`src/rtl/cam_sccb_sequencer.sv`:
```
// cam_sccb_sequencer: writes a register table to a camera over SCCB, then waits for the sensor to settle before enabling capture
// Ports:
//   p_clock, rst              clock and synchronous active-high reset
//   start                     one-cycle pulse that begins a run; only honoured in IDLE
//   rom_index / rom_data      table address out, {reg_addr, reg_value} back one cycle later
//   vsync                     camera frame sync, already in the p_clock domain
//   sioc / siod_out / siod_oe SCCB clock, data value and data enable (0 = released)
//   busy / cfg_done / capture_en  run status, sticky table-end flag, capture enable
module cam_sccb_sequencer #(
    parameter int         CLK_DIV       = 100,
    parameter logic [7:0] DEV_ID        = 8'h42,
    parameter int         SETTLE_FRAMES = 2,
    parameter int         IDX_W         = 6
) (
    input  logic             p_clock,
    input  logic             rst,
    input  logic             start,
    output logic [IDX_W-1:0] rom_index,
    input  logic [15:0]      rom_data,
    input  logic             vsync,
    output logic             sioc,
    output logic             siod_out,
    output logic             siod_oe,
    output logic             busy,
    output logic             cfg_done,
    output logic             capture_en
);
    localparam int DW = $clog2(CLK_DIV + 1);
    localparam int FW = $clog2(SETTLE_FRAMES + 2);

    typedef enum logic [2:0] {IDLE, FETCH, START, BIT, STOP, GAP, SETTLE, RUN} state_t;

    state_t        state;
    logic [DW-1:0] div;
    logic [1:0]    q;
    logic [4:0]    bit_cnt;
    logic [FW-1:0] frames;
    logic          fetch_wait;
    logic          vsync_q;
    logic [15:0]   entry;
    logic [26:0]   frame;
    logic          tick, phase_end, on_bus, x_bit;
    logic          nx_sioc, nx_siod, nx_oe;

    // X bits carry 1 so the line idles high when released for the slave's don't-care bit
    assign frame     = {DEV_ID, 1'b1, entry[15:8], 1'b1, entry[7:0], 1'b1};
    assign tick      = div == DW'(CLK_DIV - 1);
    assign phase_end = tick && q == 2'd3;
    assign on_bus    = state inside {START, BIT, STOP, GAP};

    // Bus levels for the current quarter; registered below so every output is a flop
    always_comb begin
        x_bit   = bit_cnt == 5'd8 || bit_cnt == 5'd17 || bit_cnt == 5'd26;
        nx_sioc = state == BIT ? q[1] : state == STOP ? q != 2'd0 : 1'b1;
        nx_siod = state == START ? !q[1] :
                  state == BIT   ? frame[5'd26 - bit_cnt] :
                  state == STOP  ? q[1] : 1'b1;
        nx_oe   = !(state == BIT && x_bit);
    end

    always_ff @(posedge p_clock) begin
        if (rst) begin
            state      <= IDLE;
            div        <= '0;
            q          <= '0;
            bit_cnt    <= '0;
            frames     <= '0;
            fetch_wait <= 1'b0;
            entry      <= '0;
            vsync_q    <= 1'b0;
            rom_index  <= '0;
            sioc       <= 1'b1;
            siod_out   <= 1'b1;
            siod_oe    <= 1'b1;
            busy       <= 1'b0;
            cfg_done   <= 1'b0;
            capture_en <= 1'b0;
        end else begin
            vsync_q  <= vsync;
            sioc     <= nx_sioc;
            siod_out <= nx_siod;
            siod_oe  <= nx_oe;
            div      <= on_bus && !tick ? div + 1'b1 : '0;
            q        <= on_bus ? q + {1'b0, tick} : 2'd0;
            case (state)
                IDLE: if (start) begin
                    rom_index <= '0;
                    busy      <= 1'b1;
                    state     <= FETCH;
                end
                // First FETCH cycle presents the index; the second sees the matching table word
                FETCH: if (!fetch_wait) fetch_wait <= 1'b1;
                else begin
                    fetch_wait <= 1'b0;
                    entry      <= rom_data;
                    if (rom_data == 16'hFFFF) begin
                        cfg_done <= 1'b1;
                        if (SETTLE_FRAMES == 0) begin
                            capture_en <= 1'b1;
                            busy       <= 1'b0;
                            state      <= RUN;
                        end else state <= SETTLE;
                    end else state <= START;
                end
                START: if (phase_end) state <= BIT;
                BIT: if (phase_end) begin
                    bit_cnt <= bit_cnt == 5'd26 ? 5'd0 : bit_cnt + 1'b1;
                    if (bit_cnt == 5'd26) state <= STOP;
                end
                STOP: if (phase_end) state <= GAP;
                GAP: if (phase_end) begin
                    rom_index <= rom_index + 1'b1;
                    state     <= FETCH;
                end
                SETTLE: if (vsync && !vsync_q) begin
                    frames <= frames + 1'b1;
                    if (frames == FW'(SETTLE_FRAMES - 1)) begin
                        capture_en <= 1'b1;
                        busy       <= 1'b0;
                        state      <= RUN;
                    end
                end
                default: ;
            endcase
        end
    end
endmodule

```
`config.mk`:
```
export PLATFORM = sky130hd
export DESIGN_NAME = cam_sccb_sequencer
export DESIGN_NICKNAME = d
export VERILOG_FILES = /design/src/rtl/cam_sccb_sequencer.sv
export SDC_FILE = /design/constraint.sdc
export NUM_CORES = 1
export LEC_CHECK = 0
export BUFFER_PORTS_ARGS = -buffer_cell sky130_fd_sc_hd__buf_2
export CAP_MARGIN = 30
export CORE_ASPECT_RATIO = 1.4
export CORE_UTILIZATION = 60
export CTS_BUF_LIST = sky130_fd_sc_hd__clkbuf_16
export DETAILED_ROUTE_END_ITERATION = 6
export PLACE_DENSITY = 0.83
export SETUP_SLACK_MARGIN = 0.5
export SYNTH_ARGS = -nofsm -noshare
export SYNTH_HDL_FRONTEND = slang
export SYNTH_SLANG_ARGS = --single-unit
```
`constraint.sdc`:
```
create_clock -name p_clock -period 4.81 [get_ports p_clock]
set_input_delay 0 -clock p_clock [delete_from_list [all_inputs] [get_ports p_clock]]
set_output_delay 0 -clock p_clock [all_outputs]
set_load 0.005 [all_outputs]
```
==> run metrics, run 1 <==
die width about 55 um; crit path kind reg2reg; #FFs+latches synth roughly 50; VDD IR max 0.000296 V; Max Fanout on Critical Path 13; Max clock buf depth 2; Final Cell Area roughly 0.0028 mm2; initial core utilization between 60% and 70%; outcome completed; fraction of layout cells with a size suffix above 1 15.1%; vias in the first global route 1933; DR iter-0 viols 65; post-layout min period roughly 2.3 ns; initial antenna violation count 0; Startpoint Class register; Synth cell types between 40 and 50; DRC 0; Final #Nets roughly 350; RD Place Congestion 0.797; Root Driver clkbuf_16; final setup vio count 0; Max-Slew Margin vs Limit about 54%; Hold Startpoint start; diode count 0; router iterations before antenna repair 4; I/O Pins 32; CTS-repair resized insts 0; first-pass GRT wire length approximately 8.1 mm; clk_lat worst skew 0.29 ns; critical-path cell list inv_1, ha_1, mux2i_1, a211oi_1, a21oi_1, a32o_1, nor3_1; YS warnings 0; RSZ-0062 raised after global routing no; register area share after synthesis between 40% and 50%; Achievable Freq 0.437 GHz; hpwl dp between 3 and 4 mm; standard-cell rows 26; Power Dens Cells approximately 340 mW/mm2; Worst Hold Class in2reg; CTS Buf Count 5; asr flop ratio synth 0%; Vias just over 2000; vias per cell just under 6; area of the mapped netlist ~0.0023 mm2; TritonCTS clock tree built; hold-fix buffer count after cts 17; Post-CTS Setup Bufs 0; clk sinks between 40 and 50; WL final around 5.1 mm; DIE AREA just over 0.004 mm2; P_leak between 0.001 and 0.0015 uW; gr ovfl total 0; WP data arrival roughly 2.5 ns; Worst Max-Slew Pin Slew roughly 0.68 ns; area of placed instances about 0.0025 mm2; TNS Setup 0 ns; Hold Fails Final Rpt 0; CP top delay family flip-flops; Gate Count Post-Synth 275; Setup Skew 0.00415 ns; Port Buffers 31; wire length per cell 14.1 um; All-Layer GR Usage a little over a quarter; fin crit share between 40% and 50%; Final Max Slew Viols 0; CTS clock-pin slew for the worst setup and hold paths roughly 0.060 ns; Slowest cell on crit path dfxtp_1; remaining antenna violation count 0; area grow syn2layout 21.4%; Largest stage delay, worst path 0.64 ns; largest net degree at the start of global routing 35; syn avg cell area roughly 8.5 um2; Synth Flop Type dfxtp_1; Pwr Total about 960 uW; syn nets 304; most frequent cells in the layout dfxtp_1, nand2_1, nor2_1, buf_2, a21oi_1; die height around 76 um; max_cap viols 0; Post-synth EDFFs 0; H-tree levels 2; crit path launch bit_cnt[0]$_SDFFE_PP0P_; worst r2r src bit_cnt[0]$_SDFFE_PP0P_; CP bufs+invs 1; Req. time, crit path 5.03 ns; most common cell after layout, fill and taps aside dfxtp_1; CP endpoint kind register; core area about 0.0037 mm2
[registers in the layout, summed over array words and instances, names as in the netlist]
register / count
vsync_q: 1
entry: 16
state: 3
frames: 2
q: 2
siod_oe: 1
capture_en: 1
fetch_wait: 1
rom_index: 6
sioc: 1
busy: 1
cfg_done: 1
bit_cnt: 5
siod_out: 1
div: 7
[power breakdown]
group	internal, uW	total, uW	leakage [uW]	switching [uW]
clock	246	395	0.0000800	149
sequential	426	447	0.000396	20.6
combinational	49.8	116	0.000550	66.0
[synth_stat cells (2+ instances only)]
| cell | instances | share of area, % |
|---|---|---|
| nand3b_1 | 2 | 0.65 |
| nand2b_1 | 5 | 1.3 |
| a21oi_1 | 28 | 6.0 |
| mux4_2 | 2 | 1.9 |
| and2_1 | 2 | 0.54 |
| a211oi_1 | 5 | 1.6 |
| buf_1 | 2 | 0.32 |
| and3b_1 | 2 | 0.75 |
| o21ai_0 | 4 | 0.86 |
| ha_1 | 9 | 4.8 |
| nand3_1 | 8 | 1.7 |
| clkbuf_1 | 12 | 1.9 |
| nand2_1 | 46 | 7.4 |
| xnor2_1 | 9 | 3.4 |
| or3_1 | 2 | 0.54 |
| nand4_1 | 6 | 1.6 |
| dfxtp_1 | 49 | 42 |
| mux2i_1 | 3 | 1.3 |
| nor2_1 | 33 | 5.3 |
| nor3_1 | 7 | 1.5 |
| inv_1 | 6 | 0.97 |
| xor2_1 | 9 | 3.4 |
| nor4_1 | 2 | 0.54 |
| a211o_1 | 2 | 0.75 |
| a21o_1 | 2 | 0.65 |
[area by class of cell]
cell class / instances / area [um2]
Clock buffer: 5 / 125
Timing Repair Buffer: 48 / 325
Tap cell: 42 / 52.6
Multi-Input combinational cell: 206 / 1270
Inverter: 6 / 22.5
Clock inverter: 3 / 46.3
Fill cell: 259 / 855
Sequential cell: 49 / 981
[metal layers]
metal	routed length, um	track usage (%)	part of all wire [%]
met5	0	0	0
met4	153	15.7	3.0
met3	155	4.99	3.1
met2	2640	46.7	52
met1	2110	30.7	42
[logic make-up after synthesis]
kind of cell	share of synthesized area, %
AND/OR/NAND/NOR	26.4
AO/OA/AOI/OAI	12.8
flip-flops	42.2
buffers and inverters	3.23
XOR/XNOR	6.78
adder cells (fa/ha/maj)	4.84
multiplexers	3.71
[stage by stage]
| stage | utilization, % | hold slack [ns] | std cells | worst slack [ns] |
|---|---|---|---|---|
| finish | 76.8 | 0.191 | 359 | 2.52 |
| floorplan | - | 0.128 | 275 | 2.57 |
| CTS | 76.8 | 0.189 | 359 | 2.55 |
| global route | 76.8 | 0.224 | 359 | 2.27 |
| global placement | 67.5 | 0.251 | 334 | 2.68 |
| detailed placement | 67.5 | 0.259 | 334 | 2.59 |
[worst paths after layout]
path / endpoint / slack, ns / cells after the start
max: siod_out$_SDFF_PP1_ / 2.52 / 7
min: busy$_SDFFE_PP0P_ / 0.19 / 5
max reg2reg: siod_out$_SDFF_PP1_ / 2.52 / 7
min reg2reg: div[0]$_SDFF_PP0_ / 0.44 / 1
[tightest hold or removal path, cell delays in order]
cell	delay, ns
buf_2	0.10
nand2b_1	0.08
nor3_1	0.09
nor2_1	0.10
a211oi_1	0.06
Power figures use the tool's default switching activity.
==> run 2, diff against run 1 <==
--- a/config.mk
+++ b/config.mk
@@ -5,13 +5,14 @@
 export SDC_FILE = /design/constraint.sdc
 export NUM_CORES = 1
 export LEC_CHECK = 0
+export ABC_AREA = 1
 export BUFFER_PORTS_ARGS = -buffer_cell sky130_fd_sc_hd__buf_2
 export CAP_MARGIN = 30
 export CORE_ASPECT_RATIO = 1.4
-export CORE_UTILIZATION = 60
+export CORE_UTILIZATION = 57
 export CTS_BUF_LIST = sky130_fd_sc_hd__clkbuf_16
 export DETAILED_ROUTE_END_ITERATION = 6
-export PLACE_DENSITY = 0.83
+export PLACE_DENSITY = 0.79
 export SETUP_SLACK_MARGIN = 0.5
 export SYNTH_ARGS = -nofsm -noshare
 export SYNTH_HDL_FRONTEND = slang
==> constraint.sdc (replaced) <==
create_clock -name p_clock -period 2.16 [get_ports p_clock]
set_input_delay 0 -clock p_clock [delete_from_list [all_inputs] [get_ports p_clock]]
set_output_delay 0 -clock p_clock [all_outputs]
set_load 0.005 [all_outputs]
==> run 2 against run 1 <==
  * Flip-flop and latch count unchanged
  * Global-route usage down 2.6 points
  * Design area increased by 11%
  * Power grew to 2.7 times the previous value
  * Via count grew 20%
  * Utilization shrank 3.5 points
  * Sequential share of layout area is 3.3 points lower
  * Critical path type unchanged
  * Largest cell class unchanged
==> run metrics, run 2 <==
Power Dens Cells 837 mW/mm2 (+150%); router iterations before antenna repair 5 (+1); Max-Slew Margin vs Limit 73.2% (+19 points); VDD IR max 0.000649 V (+120%); vias in the first global route 2259 (+17%); met2 routed wirelength 2.71 mm (+2.7%); clk sinks 49 (unchanged); count leader, synth nand2_1; CTS Buf Count 5 (unchanged); post-layout min period 1.55 ns (-0.741 ns); hpwl dp 3.82 mm (+18%); Yosys top cell by area dfxtp_1; Startpoint Class register; crit path kind reg2reg; Filler cells 364 (+41%); clk_lat worst skew 0.29 ns (about the same); top flop regs entry (16), div (7), rom_index (6); Worst Max-Slew Pin Slew 0.401 ns (-0.278 ns); Achievable Freq 0.647 GHz (+48%); CP endpoint kind register; most frequent cells in the layout nand2_1, nor2_1, dfxtp_1, inv_1, nand3_1; Worst Setup EP rom_index[1]$_SDFFE_PP0P_; largest net degree at the start of global routing 18 (-49%); YS warnings 0 (unchanged); DRC 0 (unchanged); Critical R2R Capture rom_index[1]$_SDFFE_PP0P_; WL final 5.47 mm (+8.2%); first-pass GRT wire length 9.18 mm (+13%); All-Layer GR Usage 24.7% (-2.6 points); Synth cell types 36 (-16%); area of the mapped netlist 0.00258 mm2 (+11%); FF-to-FF path depth 9 (+2); CTS clock-pin slew for the worst setup and hold paths 0.07 ns (about the same); DIE AREA 0.00481 mm2 (+16%); most common cell after layout, fill and taps aside nand2_1; Max clock buf depth 2 (unchanged); Post-Route M1 WL 2.43 mm (+15%); die width 58.9 um (+7.8%); WP data arrival 1.73 ns (-0.77 ns); crit path launch div[0]$_SDFF_PP0_; flop2flop setup slack 0.61 ns (-1.91 ns); Final Max Slew Viols 0 (unchanged); outcome completed; Worst Hold Class in2reg; Vias 2475 (+20%); Port Buffers 31 (unchanged); register area share after synthesis 38.0% (-4.2 points); Max Fanout on Critical Path 7 (-6); Req. time, crit path 2.34 ns (-2.69 ns); syn avg cell area 6.89 um2 (-19%); Commonest cells post-synth nand2_1, nor2_1, dfxtp_1, inv_1, nand3_1; worst r2r src div[0]$_SDFF_PP0_; standard-cell rows 28 (+7.7%); I/O Pins 32 (unchanged); area grow syn2layout 21.2%; highest routed layer met4; core area 0.00427 mm2 (+16%); H-tree levels 2 (unchanged); synth top area cells dfxtp_1, nand2_1, nor2_1, nand3_1, inv_1; wire length per cell 11.3 um (-20%); RSZ-0062 raised after global routing no; diode count 0 (unchanged); vias per cell 5.11 (-11%); Root Driver clkbuf_16; die height 81.6 um (+7.9%); Post-synth EDFFs 0 (unchanged); fin crit share 71.6% (+24 points); initial antenna violation count 0 (unchanged); TritonCTS clock tree built; Hold Fails Final Rpt 0 (unchanged); remaining antenna violation count 0 (unchanged); metal3 WL 200 um (+29%); Synth Flop Type dfxtp_1; RD Place Congestion 0.924 (+16%); gr ovfl total 0 (unchanged); Final #Nets 452 (+31%); Yosys top cell area share 38.0% (-4.2 points); syn nets 404 (+33%); initial core utilization 60.4% (-2.8 points); P_leak 0.00135 uW (+31%); #FFs+latches synth 49 (unchanged); max reg flops 16 (unchanged); fraction of layout cells with a size suffix above 1 17.7% (+2.5 points); Gate Count Post-Synth 375 (+36%); asr flop ratio synth 0% (unchanged); Final Util 73.2% (-3.5 points); DR iter-0 viols 90 (+38%); final setup vio count 0 (unchanged); Most flops, register entry; Setup Skew 0.00714 ns (+0.00298 ns); max_cap viols 0 (unchanged); TNS Setup 0 ns (unchanged)
## run 2: cell types whose count changed after synthesis, moves of 11 or more
cell      before  now
nand3_1        8   37
o21ai_0        4   18
nand2_1       46   74
nor2_1        33   58
clkbuf_1      12    1
inv_1          6   45
## run 2: what timing repair did
action / 4_1_cts / 5_1_grt
pin swaps: 0 / 4
hold buffers: 13 / 0
setup endpoints to repair: 1 / 15
endpoints found under the hold margin: 13 / 0
setup buffers: 0 / 2
resized for setup: 2 / 12
## run 2: cell families (layout without fill, tap and decap cells)
logic type      count (synthesis)  after routing  share of synthesized area, %
flops                          49             49                          38.0
compound gates                 53             53                          11.6
buf+inv                        59            108                          9.30
xor+xnor                        7              7                          2.37
simple gates                  198            198                          34.4
fa+ha+maj                       9              9                          4.36
## run 2: cell type report
cell class / count / area (um2) / share of cell area, %
Multi-Input combinational cell: 267 / 1410 / 44.9
Timing Repair Buffer: 49 / 323 / 10.3
Clock inverter: 3 / 21.3 / 0.680
Inverter: 51 / 194 / 6.20
Sequential cell: 49 / 985 / 31.5
Clock buffer: 5 / 125 / 4.00
Tap cell: 60 / 75.1 / 2.40
## run 2: worst min-delay path by stage
stage	from	to	slack, ns	cells past startpoint
finish	rom_data[4]	entry[4]$_SDFFE_PP0P_	0.009	3
global route	rst	capture_en$_SDFFE_PP0P_	0.05	2
CTS	rom_data[4]	entry[4]$_SDFFE_PP0P_	0.01	3
detailed placement	vsync	vsync_q$_SDFF_PP0_	0.22	3
global placement	vsync	vsync_q$_SDFF_PP0_	0.22	3
floorplan	rst	busy$_SDFFE_PP0P_	0.08	1
## run 2: power by group
part           switching [uW]  leakage, uW  internal (uW)
registers                 103     0.000399           1020
logic                     444     0.000876            277
clock network             346    0.0000718            432
total                     893      0.00135           1730
## run 2: through the flow
step | worst slack [ns] | cells | instance area (um2) | hold slack [ns] | power [uW]
final | 0.613 | 484 | 3130 | 0.00910 | 2620
after detailed placement | 0.446 | 461 | 2790 | 0.224 | 1830
after CTS | 0.528 | 482 | 3080 | 0.0107 | 2630
after floorplan | 0.515 | 375 | 2580 | 0.0785 | 1670
after global routing | 0.483 | 484 | 3130 | 0.0465 | 2780
after global placement | 0.500 | 461 | 2790 | 0.217 | 1810
## run 2: worst max-delay path, stage by stage, from the launching register on
cell and delay (ns):
dfxtp_1 0.36, ha_2 0.20, nand2_1 0.05, inv_1 0.08
nand4_1 0.08, buf_4 0.17, o21bai_4 0.22, nand2_4 0.10
o21ai_1 0.12, nor2_1 0.05
## run 2: layer usage
metal | global-route usage (%) | up-vias
met2 | 44.2 | 57
li1 | - | 1293
met1 | 28.3 | 1114
met3 | 4.57 | 11
met5 | 0 | -
met4 | 10.0 | 0
==> run 3, diff against run 2 <==
--- a/config.mk
+++ b/config.mk
@@ -9,10 +9,10 @@
 export BUFFER_PORTS_ARGS = -buffer_cell sky130_fd_sc_hd__buf_2
 export CAP_MARGIN = 30
 export CORE_ASPECT_RATIO = 1.4
-export CORE_UTILIZATION = 57
+export CORE_UTILIZATION = 52
 export CTS_BUF_LIST = sky130_fd_sc_hd__clkbuf_16
 export DETAILED_ROUTE_END_ITERATION = 6
-export PLACE_DENSITY = 0.79
+export PLACE_DENSITY = 0.76
 export SETUP_SLACK_MARGIN = 0.5
 export SYNTH_ARGS = -nofsm -noshare
 export SYNTH_HDL_FRONTEND = slang
==> constraint.sdc (replaced) <==
create_clock -name p_clock -period 1.4 [get_ports p_clock]
set_input_delay 0 -clock p_clock [delete_from_list [all_inputs] [get_ports p_clock]]
set_output_delay 0 -clock p_clock [all_outputs]
set_load 0.005 [all_outputs]
==> run 3 against run 2 <==
  * The flow now finishes with violations (setup timing)
  * Via count rose by 25%
  * Non-clock buffer count rose by 51
  * Clock skew fell by 0.0048 ns
  * Sequential power rose by 62%
  * Critical path depth did not move
  * Cell count rose by 12%
  * Utilization rose by 13 points
  * Global-route usage rose by 7.9 points
  * Hold slack improved by 0.0049 ns
  * Largest cell class unchanged
==> run metrics, run 3 (synthesis gave the netlist of run 2 again) <==
multi-input logic area 0.00188 mm2 (+34%); CTS Buf Count 5 (unchanged); dpl ws -0.0893 ns (-0.536 ns); setup ws final -0.168 ns (-0.782 ns); worst r2r src frames[0]$_SDFFE_PP0P_; Vias 3096 (+25%); diode count 0 (unchanged); clk_lat worst skew 0.29 ns (about the same); Critical R2R Capture state[0]$_SDFFE_PP0P_; I/O Pins 32 (unchanged); Pwr Total 5160 uW (+97%); area grow syn2layout 60.6%; Final Max Slew Viols 0 (unchanged); Port Buffers 31 (unchanged); remaining antenna violation count 0 (unchanged); DR iter-0 viols 272 (+200%); Final Cell Area 0.00415 mm2 (+33%); initial core utilization 53.8% (-6.7 points); WP data arrival 1.78 ns (+0.05 ns); Final #Nets 504 (+12%); All-Layer GR Usage 32.6% (+7.9 points); fraction of layout cells with a size suffix above 1 47.9% (+30 points); Hold Fails Final Rpt 0 (unchanged); outcome complete, but fails checks; die width 61.6 um (+4.5%); Max clock buf depth 2 (unchanged); clk sinks 49 (unchanged); crit path kind reg2reg; area of placed instances 0.00310 mm2 (+11%); die height 85.4 um (+4.6%); fin crit share 112% (+40 points); router iterations before antenna repair 5 (unchanged); CP endpoint kind register; max_cap viols 0 (unchanged); Hold Startpoint rom_data[0]; VDD IR max 0.00102 V (+57%); Fin Hold WS 0.0140 ns (+0.00485 ns); worst hold endpoint entry[0]$_SDFFE_PP0P_; Most flops, register entry; Setup Skew 0.00238 ns (-0.00476 ns); Root Driver clkbuf_16; failing checks setup timing; most frequent cells in the layout nand2_1, nor2_1, dfxtp_1, inv_1, buf_4; Max-Slew Margin vs Limit 77.4% (+4.2 points); Worst Max-Slew Pin Slew 0.338 ns (-0.0637 ns); top flop regs entry (16), div (7), rom_index (6); storage element area 0.00101 mm2 (+2.5%); vias per cell 5.73 (+12%); most frequent CP cell nand2_1; RD Place Congestion 0.899 (-2.7%); gr ovfl total 0 (unchanged); hpwl dp 4.16 mm (+8.8%); Largest stage delay, worst path 0.38 ns (+0.02 ns); Req. time, crit path 1.61 ns (-0.73 ns); max reg flops 16 (unchanged); Filler cells 238 (-35%); flop2flop setup slack -0.17 ns (-0.78 ns); Startpoint Class register; post-layout min period 1.57 ns (+0.0217 ns); Slowest cell on crit path dfxtp_2; TritonCTS clock tree built; core area 0.00480 mm2 (+12%); FF-to-FF path depth 9 (unchanged); P_leak 0.00175 uW (+30%); crit path launch frames[0]$_SDFFE_PP0P_; most common cell after layout, fill and taps aside nand2_1; RSZ-0062 raised after global routing yes; WL final 9.74 mm (+78%); WHS Path Cells 3 (unchanged); H-tree levels 2 (unchanged); Worst Hold Class in2reg; DRC 0 (unchanged); Max Fanout on Critical Path 4 (-3); DIE AREA 0.00526 mm2 (+9.3%); critical-path cell list ha_2, inv_2, o21ai_4, nand2_2, nor2_4, nand3_4, nand2_1, nand2_1, nor2_1; first-pass GRT wire length 13.1 mm (+42%); Achievable Freq 0.638 GHz (-1.4%); vias in the first global route 2995 (+33%); standard-cell rows 30 (+7.1%); final setup vio count 21 (+21); Power Dens Cells 1250 mW/mm2 (+49%); CTS clock-pin slew for the worst setup and hold paths 0.07 ns (about the same); initial antenna violation count 0 (unchanged); largest net degree at the start of global routing 19 (+1); wire length per cell 18.0 um (+60%); TNS Setup -1.22 ns (-1.22 ns)
-- run 3: changes by cell type in the layout (fill, tap and decap cells not counted), sizes merged --
cell	previous run	this run
clkbuf	5	6
buf	36	85
dlygate4sd3	13	15
-- run 3: report_power, final --
part	internal, uW	total [uW]	switching, uW
combinational	848	2060	1210
clock	760	1300	536
sequential	1590	1810	222
total	3200	5160	1970
-- run 3: routing by layer --
layer / track usage, % / vias to the layer above / share of wire [%]
met5: 0 / - / 0
met4: 17.0 / 0 / 5.6
met3: 4.27 / 60 / 6.5
met2: 56.6 / 193 / 52
met1: 37.0 / 1441 / 35
li1: - / 1402 / -
-- run 3: worst max path at each step --
stage	endpoint	slack [ns]	cells after the start
floorplan	siod_out$_SDFF_PP1_	0.02	11
global placement	rom_index[1]$_SDFFE_PP0P_	-0.05	8
detailed placement	rom_index[1]$_SDFFE_PP0P_	-0.09	8
CTS	siod_out$_SDFF_PP1_	-0.05	11
global route	state[0]$_SDFFE_PP0P_	-0.21	10
finish	state[0]$_SDFFE_PP0P_	-0.17	9
-- run 3: layout make-up --
cell class              count  share of cell area, %
clock buffers               6                   3.62
clock inverters             2                  0.181
inverters                  51                   5.34
multi-input cells         267                   45.4
flip-flops and latches     49                   24.4
well taps                  64                   1.93
repair buffers            100                   18.9
repair inverters            1                  0.272
-- run 3: repair_timing --
item / 4_1_cts / 5_1_grt
hold buffers: 15 / 0
pin swaps: 26 / 26
gates cloned: 2 / 0
endpoints found under the hold margin: 15 / 0
buffers inserted: 17 / 9
endpoints found under the setup margin: 48 / 49
gates resized for setup: 99 / 61
-- run 3: critical path, delay by kind of cell (launching register included) --
family                     cells  cell delay, ns
AOI/OAI and AO/OA              1            0.18
adders and majority gates      1            0.19
buffers and inverters          1            0.06
DFF                            1            0.38
and+or+nand+nor                6            0.68
-- run 3: metrics by stage --
stage | util (%) | cells
final | 86.3 | 540
after detailed placement | 64.6 | 489
after CTS | 80.3 | 531
after global placement | 64.6 | 489
after global routing | 86.3 | 540
after floorplan | - | 375
